==> config.mk <==
export PLATFORM = sky130hd
export DESIGN_NAME = ysyx_041514_pipe_ctrl
export DESIGN_NICKNAME = d
export VERILOG_FILES = /design/src/rtl/ysyx_041514_pipe_ctrl.sv
export SDC_FILE = /design/constraint.sdc
export NUM_CORES = 1
export LEC_CHECK = 0
export BUFFER_PORTS_ARGS = -buffer_cell sky130_fd_sc_hd__buf_2
export CAP_MARGIN = 0
export CORE_MARGIN = 1.5
export CORE_UTILIZATION = 46
export DETAILED_ROUTE_END_ITERATION = 6
export PLACE_DENSITY_LB_ADDON = 0.1
export SLEW_MARGIN = 0
export SYNTH_ARGS = -nofsm -noshare
export SYNTH_HDL_FRONTEND = slang
export SYNTH_SLANG_ARGS = --single-unit
==> constraint.sdc <==
create_clock -name clk -period 2.5 [get_ports clk]
set_input_delay 0.375 -clock clk [delete_from_list [all_inputs] [get_ports clk]]
set_output_delay 0.375 -clock clk [all_outputs]
set_load 0.03 [all_outputs]
==> src/rtl/ysyx_041514_pipe_ctrl.sv <==
// ysyx_041514_pipe_ctrl: central pipeline controller.
// Turns hazard/busy requests into per-stage stall/flush buses and drives the
// PC-redirect handshake to fetch for branch mispredicts and traps.
// Bus bit map: [0] PC, [1] IF/ID, [2] ID/EX, [3] EX/MEM, [4] MEM/WB, [5] reserved (0).
// Optional build macro YSYX_041514_PIPE_PERF_EN adds three performance counters.
module ysyx_041514_pipe_ctrl #(
    parameter int XLEN  = 64,
    parameter int CNT_W = 64
) (
    input  logic            clk,
    input  logic            rst,
    input  logic            if_busy_i,
    input  logic            load_use_i,
    input  logic            ex_busy_i,
    input  logic            mem_busy_i,
    input  logic            bru_redirect_valid_i,
    input  logic [XLEN-1:0] bru_target_i,
    input  logic            trap_valid_i,
    input  logic [XLEN-1:0] trap_pc_i,
    input  logic            redirect_ready_i,
    output logic [5:0]      stall_valid_o,
    output logic [5:0]      flush_valid_o,
    output logic            redirect_valid_o,
    output logic [XLEN-1:0] redirect_pc_o
`ifdef YSYX_041514_PIPE_PERF_EN
    ,
    output logic [CNT_W-1:0] stall_cycles_o,
    output logic [CNT_W-1:0] flush_events_o,
    output logic [CNT_W-1:0] redirect_wait_o
`endif
);

    typedef enum logic [1:0] {
        IDLE      = 2'd0,
        BR_WAIT   = 2'd1,
        TRAP_WAIT = 2'd2
    } state_t;

    state_t            state, state_n;
    logic [5:0]        stall_n, flush_n;
    logic              rv_n;
    logic [XLEN-1:0]   rpc_n;
    logic              accept;
    logic              handshake;

    assign handshake = redirect_valid_o && redirect_ready_i;

    // Next-state, redirect load and stall/flush arbitration
    always_comb begin
        stall_n = 6'b0;
        flush_n = 6'b0;
        state_n = state;
        rv_n    = redirect_valid_o;
        rpc_n   = redirect_pc_o;
        accept  = 1'b0;

        // Base hazard mapping, oldest stage wins
        if (mem_busy_i) begin
            stall_n = 6'b011111;
        end else if (ex_busy_i) begin
            stall_n = 6'b000111;
            flush_n = 6'b001000;
        end else if (load_use_i) begin
            stall_n = 6'b000011;
            flush_n = 6'b000100;
        end else if (if_busy_i) begin
            stall_n = 6'b000001;
            flush_n = 6'b000010;
        end

        case (state)
            IDLE: begin
                // Events are held by their sources, so deferring them under mem_busy is safe
                if (!mem_busy_i && trap_valid_i) begin
                    flush_n      = flush_n | 6'b011110;
                    stall_n[4:1] = 4'b0;
                    stall_n[0]   = 1'b1;
                    state_n      = TRAP_WAIT;
                    rv_n         = 1'b1;
                    rpc_n        = trap_pc_i;
                    accept       = 1'b1;
                end else if (!mem_busy_i && bru_redirect_valid_i) begin
                    flush_n      = flush_n | 6'b000110;
                    stall_n[2:1] = 2'b0;
                    stall_n[0]   = 1'b1;
                    state_n      = BR_WAIT;
                    rv_n         = 1'b1;
                    rpc_n        = bru_target_i;
                    accept       = 1'b1;
                end
            end
            BR_WAIT: begin
                stall_n[0] = 1'b1;
                flush_n[1] = 1'b1;
                if (handshake) begin
                    state_n = IDLE;
                    rv_n    = 1'b0;
                end
                // A trap preempts the pending branch even if fetch just took it
                if (!mem_busy_i && trap_valid_i) begin
                    flush_n      = flush_n | 6'b011110;
                    stall_n[4:1] = 4'b0;
                    state_n      = TRAP_WAIT;
                    rv_n         = 1'b1;
                    rpc_n        = trap_pc_i;
                    accept       = 1'b1;
                end
            end
            TRAP_WAIT: begin
                stall_n[0] = 1'b1;
                flush_n[1] = 1'b1;
                if (handshake) begin
                    state_n = IDLE;
                    rv_n    = 1'b0;
                end
            end
            default: state_n = IDLE;
        endcase
    end

    // Flush beats stall; bit5 reserved; buses forced quiet during reset
    assign stall_valid_o = rst ? (stall_n & ~flush_n & 6'b011111) : 6'b0;
    assign flush_valid_o = rst ? (flush_n & 6'b011111) : 6'b0;

    // State and registered redirect request
    always_ff @(posedge clk or negedge rst) begin
        if (!rst) begin
            state            <= IDLE;
            redirect_valid_o <= 1'b0;
            redirect_pc_o    <= '0;
        end else begin
            state            <= state_n;
            redirect_valid_o <= rv_n;
            redirect_pc_o    <= rpc_n;
        end
    end

`ifdef YSYX_041514_PIPE_PERF_EN
    // Performance counters, wrapping naturally at 2^CNT_W
    always_ff @(posedge clk or negedge rst) begin
        if (!rst) begin
            stall_cycles_o  <= '0;
            flush_events_o  <= '0;
            redirect_wait_o <= '0;
        end else begin
            if (stall_valid_o[0])                       stall_cycles_o  <= stall_cycles_o + 1'b1;
            if (accept)                                 flush_events_o  <= flush_events_o + 1'b1;
            if (redirect_valid_o && !redirect_ready_i)  redirect_wait_o <= redirect_wait_o + 1'b1;
        end
    end
`endif

endmodule

==> impl_metrics.py <==
metrics = {
    "outcome": {
        "status": "finished, final reports clean",
    },
    "pwr": {
        "clkPwrFrac_pct": 18.0,
        "pwr-share-seq_pct": 30.5,
        "p_per_area_mw_per_mm2": 1290,
        "p_int_mw": 3.31,
        "swShare_pct": 45.9,
        "pwr-share-comb_pct": 51.5,
        "leakagePower_nw": 2.53,
        "peakVddDrop_mv": 0.622,
        "p_switching_mw": 2.81,
    },
    "yosys": {
        "yosysTopAreaCellShare_pct": 49.1,
        "ys_async_sr_fraction_pct": 100,
        "synth_area_mm2": 0.00341,
        "synth_cells": 338,
        "synth_ff_type": "dfrtp_1",
        "synth.distinct_cells": 32,
        "post-synth-top-count-cell": "nor2_1",
        "synth_seq_area_share_pct": 49.1,
        "synth_seq_cells": 67,
        "avgSynthCellArea_um2": 10.1,
        "synthTopCellsByCount": "nor2_1, a21oi_1, dfrtp_1",
        "ys_warn_count": 0,
        "synth-edff-count": 0,
        "ys_top_cells_by_area": "dfrtp_1, mux2i_1, a21oi_1, nor2_1, buf_4",
        "synth_largest_area_cell": "dfrtp_1",
    },
    "global_routing": {
        "grt_pass1_vias": 2850,
        "track_usage_pct": 21.1,
        "grt_max_degree": 67,
        "grt.overflow.total": 0,
        "antenna_found_initial": 0,
        "grt_pass1_wl_um": 12800,
    },
    "final_layout": {
        "drive_above_1_share_pct": 43.1,
        "stdcell_area_mm2": 0.00474,
        "finalNetCount": 683,
        "fillers": 617,
        "area_growth_syn_to_layout_pct": 39.1,
        "antenna_cells": 0,
        "ff_latch_area_mm2": 0.00168,
        "multi_input_area_mm2": 0.00155,
    },
    "timing": {
        "final.min_clock_period_ns": 2.35,
        "finalSetupViolations": 0,
        "tightest_slew_ns": 0.798,
        "rsz0062_at_grt": "no",
        "slew_violations": 0,
        "finalHoldViolCount": 0,
        "fin_worst_skew_ns": 0.00740,
        "slew_headroom_pct": 46.8,
        "clock.fmax_mhz": 426,
        "finalCritPeriodShare_pct": 94.0,
        "fin_tns_setup_ns": 0,
    },
    "place": {
        "placed_area_mm2": 0.00448,
        "portBuffers": 210,
        "dp_hpwl_um": 6640,
        "place_congestion": 0.826,
    },
    "clock_network": {
        "clk_pin_slew_ns": 0.07,
        "htreeDepth": 3,
        "clock_path_buffers": 2,
        "cts_root_buffer": "clkbuf_8",
        "cts_tree": "done",
        "clock_latency_ns": 0.32,
        "cts_buffers": 9,
        "cts_sinks": 67,
    },
    "routing": {
        "drt_iter0_markers": 156,
        "viasPerCell": 4.86,
        "drc": 0,
        "num_vias": 3137,
        "routed_wirelength_um": 8830,
        "ant_nets": 0,
        "wl_per_cell_um": 13.7,
        "drtPass1Iterations": 4,
    },
    "critical_path": {
        "worstPathRequired_ns": 2.12,
        "end_kind": "output pin",
        "cpPeakStageDelay_ns": 0.40,
        "cp_cell_sequence": "inv_1 -> ha_1 -> nor2_1 -> a211oi_4 -> nand2b_1 -> nor3_1 -> buf_2",
        "crit_fanout": 6,
        "arrival_ns": 1.97,
        "cpLargestDelayFamily": "simple AND/OR/NAND/NOR gates",
        "worstPathBufferInverterCount": 2,
        "worstSetupPathType": "reg -> out",
        "startpoint_type": "flop",
        "cp_slowest_cell": "dfrtp_1",
    },
    "die": {
        "die_area_mm2": 0.00794,
        "initial_core_util_pct": 47.3,
        "ios": 214,
        "rows": 31,
        "die_height_um": 89.1,
        "coreArea_mm2": 0.00721,
        "die_w_um": 89.1,
    },
    "job": {
        "drv_cap": 0,
    },
    "worst_hold_path": {
        "hold_path.class": "in -> reg",
    },
}
## repair_timing
action / CTS / global route
pin swaps: 1 / 0
buffers inserted: 1 / 0
hold buffers: 1 / 0
gates cloned: 0 / 0
setup endpoints to repair: 2 / 1
hold endpoints to repair: 2 / 0
gates resized for setup: 0 / 1
## sequential cells by signal, summed over array words and instances, names as in the netlist
signal / flops
state: 2
redirect_valid_o: 1
redirect_pc_o: 64
## area by class of cell
class                   count  area share (%)
repair buffers            217            23.8
flip-flops and latches     67            35.3
inverters                   3           0.237
clock buffers              10            2.90
well taps                  99            2.61
clock inverters             6            2.35
multi-input cells         244            32.7
## cell families (layout without fill, tap and decap cells)
| logic type | count (synthesis) | in the layout | share of synthesized area [%] |
|---|---|---|---|
| adder cells (fa/ha/maj) | 4 | 4 | 1.47 |
| AND/OR/NAND/NOR | 89 | 89 | 10.9 |
| other | 1 | 3 | 0.110 |
| buffers and inverters | 29 | 236 | 5.94 |
| AO/OA/AOI/OAI | 84 | 84 | 13.7 |
| multiplexers | 64 | 64 | 18.8 |
| flip-flops | 67 | 67 | 49.1 |
## placed cells by master (no fill, tap or decap)
cell	synthesis	layout
o21bai_1	1	1
and2b_4	0	1
nor3_1	3	3
nand2_1	3	3
a311o_1	1	1
and3_1	1	1
a22o_1	2	2
o21ba_2	1	1
nor2b_1	1	1
o21ai_0	4	4
dfrtp_1	67	67
a2111oi_0	1	1
ha_1	4	3
a211oi_4	0	1
buf_2	8	210
inv_6	0	1
nor2_1	70	70
inv_1	3	3
o31a_1	1	1
buf_4	10	4
mux2i_1	64	64
a21oi_1	68	68
clkinvlp_4	0	1
and2_1	4	4
conb_1	1	3
o21a_1	1	1
a21o_1	1	1
a211oi_1	1	1
bufinv_16	0	3
dlygate4sd3_1	0	1
clkinv_2	0	1
ha_2	0	1
clkbuf_8	0	10
a32o_1	1	1
nand3_1	1	1
nand2b_1	5	5
buf_12	0	2
## path summary, 6_finish.rpt
kind	startpoint	endpoint	slack, ns	depth (start not counted)
min in group asynchronous	rst	redirect_pc_o[10]$_DFFE_PN0P_	0.49	2
max reg2reg	state[1]$_DFFE_PN0P_	redirect_pc_o[49]$_DFFE_PN0P_	0.29	8
max	state[1]$_DFFE_PN0P_	stall_valid_o[2]	0.15	7
max in group asynchronous	rst	redirect_pc_o[2]$_DFFE_PN0P_	0.96	3
min reg2reg	redirect_pc_o[19]$_DFFE_PN0P_	redirect_pc_o[19]$_DFFE_PN0P_	0.52	2
min	trap_pc_i[19]	redirect_pc_o[19]$_DFFE_PN0P_	0.35	3
## per-stage QoR
stage / hold WS [ns] / std cells / power (mW) / util [%] / setup slack [ns]
2_1_floorplan: 0.0794 / 340 / 4.13 / - / 0.341
3_3_place_gp: 0.241 / 628 / 4.96 / 62.0 / 0.405
3_5_place_dp: 0.241 / 628 / 5.04 / 62.0 / 0.268
4_1_cts: 0.334 / 646 / 6.16 / 65.7 / 0.124
5_1_grt: 0.349 / 646 / 6.49 / 65.8 / 0.0144
6_report: 0.350 / 646 / 6.12 / 65.8 / 0.151
## power groups by stage
stage,clock (mW),sequential [mW],combinational (mW)
after detailed placement,0,1.88,3.16
after global routing,1.19,1.93,3.37
after floorplan,0,2.91,1.22
final,1.10,1.87,3.15
after CTS,1.12,1.87,3.17
after global placement,0,1.87,3.09
## worst register-to-register path, cell delays in order, from the launching register on
cell	delay [ns]
dfrtp_1	0.40
inv_1	0.10
ha_1	0.27
nand2b_1	0.21
a211oi_4	0.26
buf_4	0.19
buf_4	0.46
nor2_1	0.10
a21oi_1	0.15
## metal layers
| layer | vias up | routed length, um | GRT usage (%) |
|---|---|---|---|
| li1 | 1571 | - | - |
| met5 | - | 0 | 0 |
| met1 | 1413 | 3640 | 25.0 |
| met3 | 14 | 602 | 3.88 |
| met4 | 0 | 158 | 8.81 |
| met2 | 139 | 4420 | 37.8 |
Note: power is estimated with default switching activity, not from simulation.
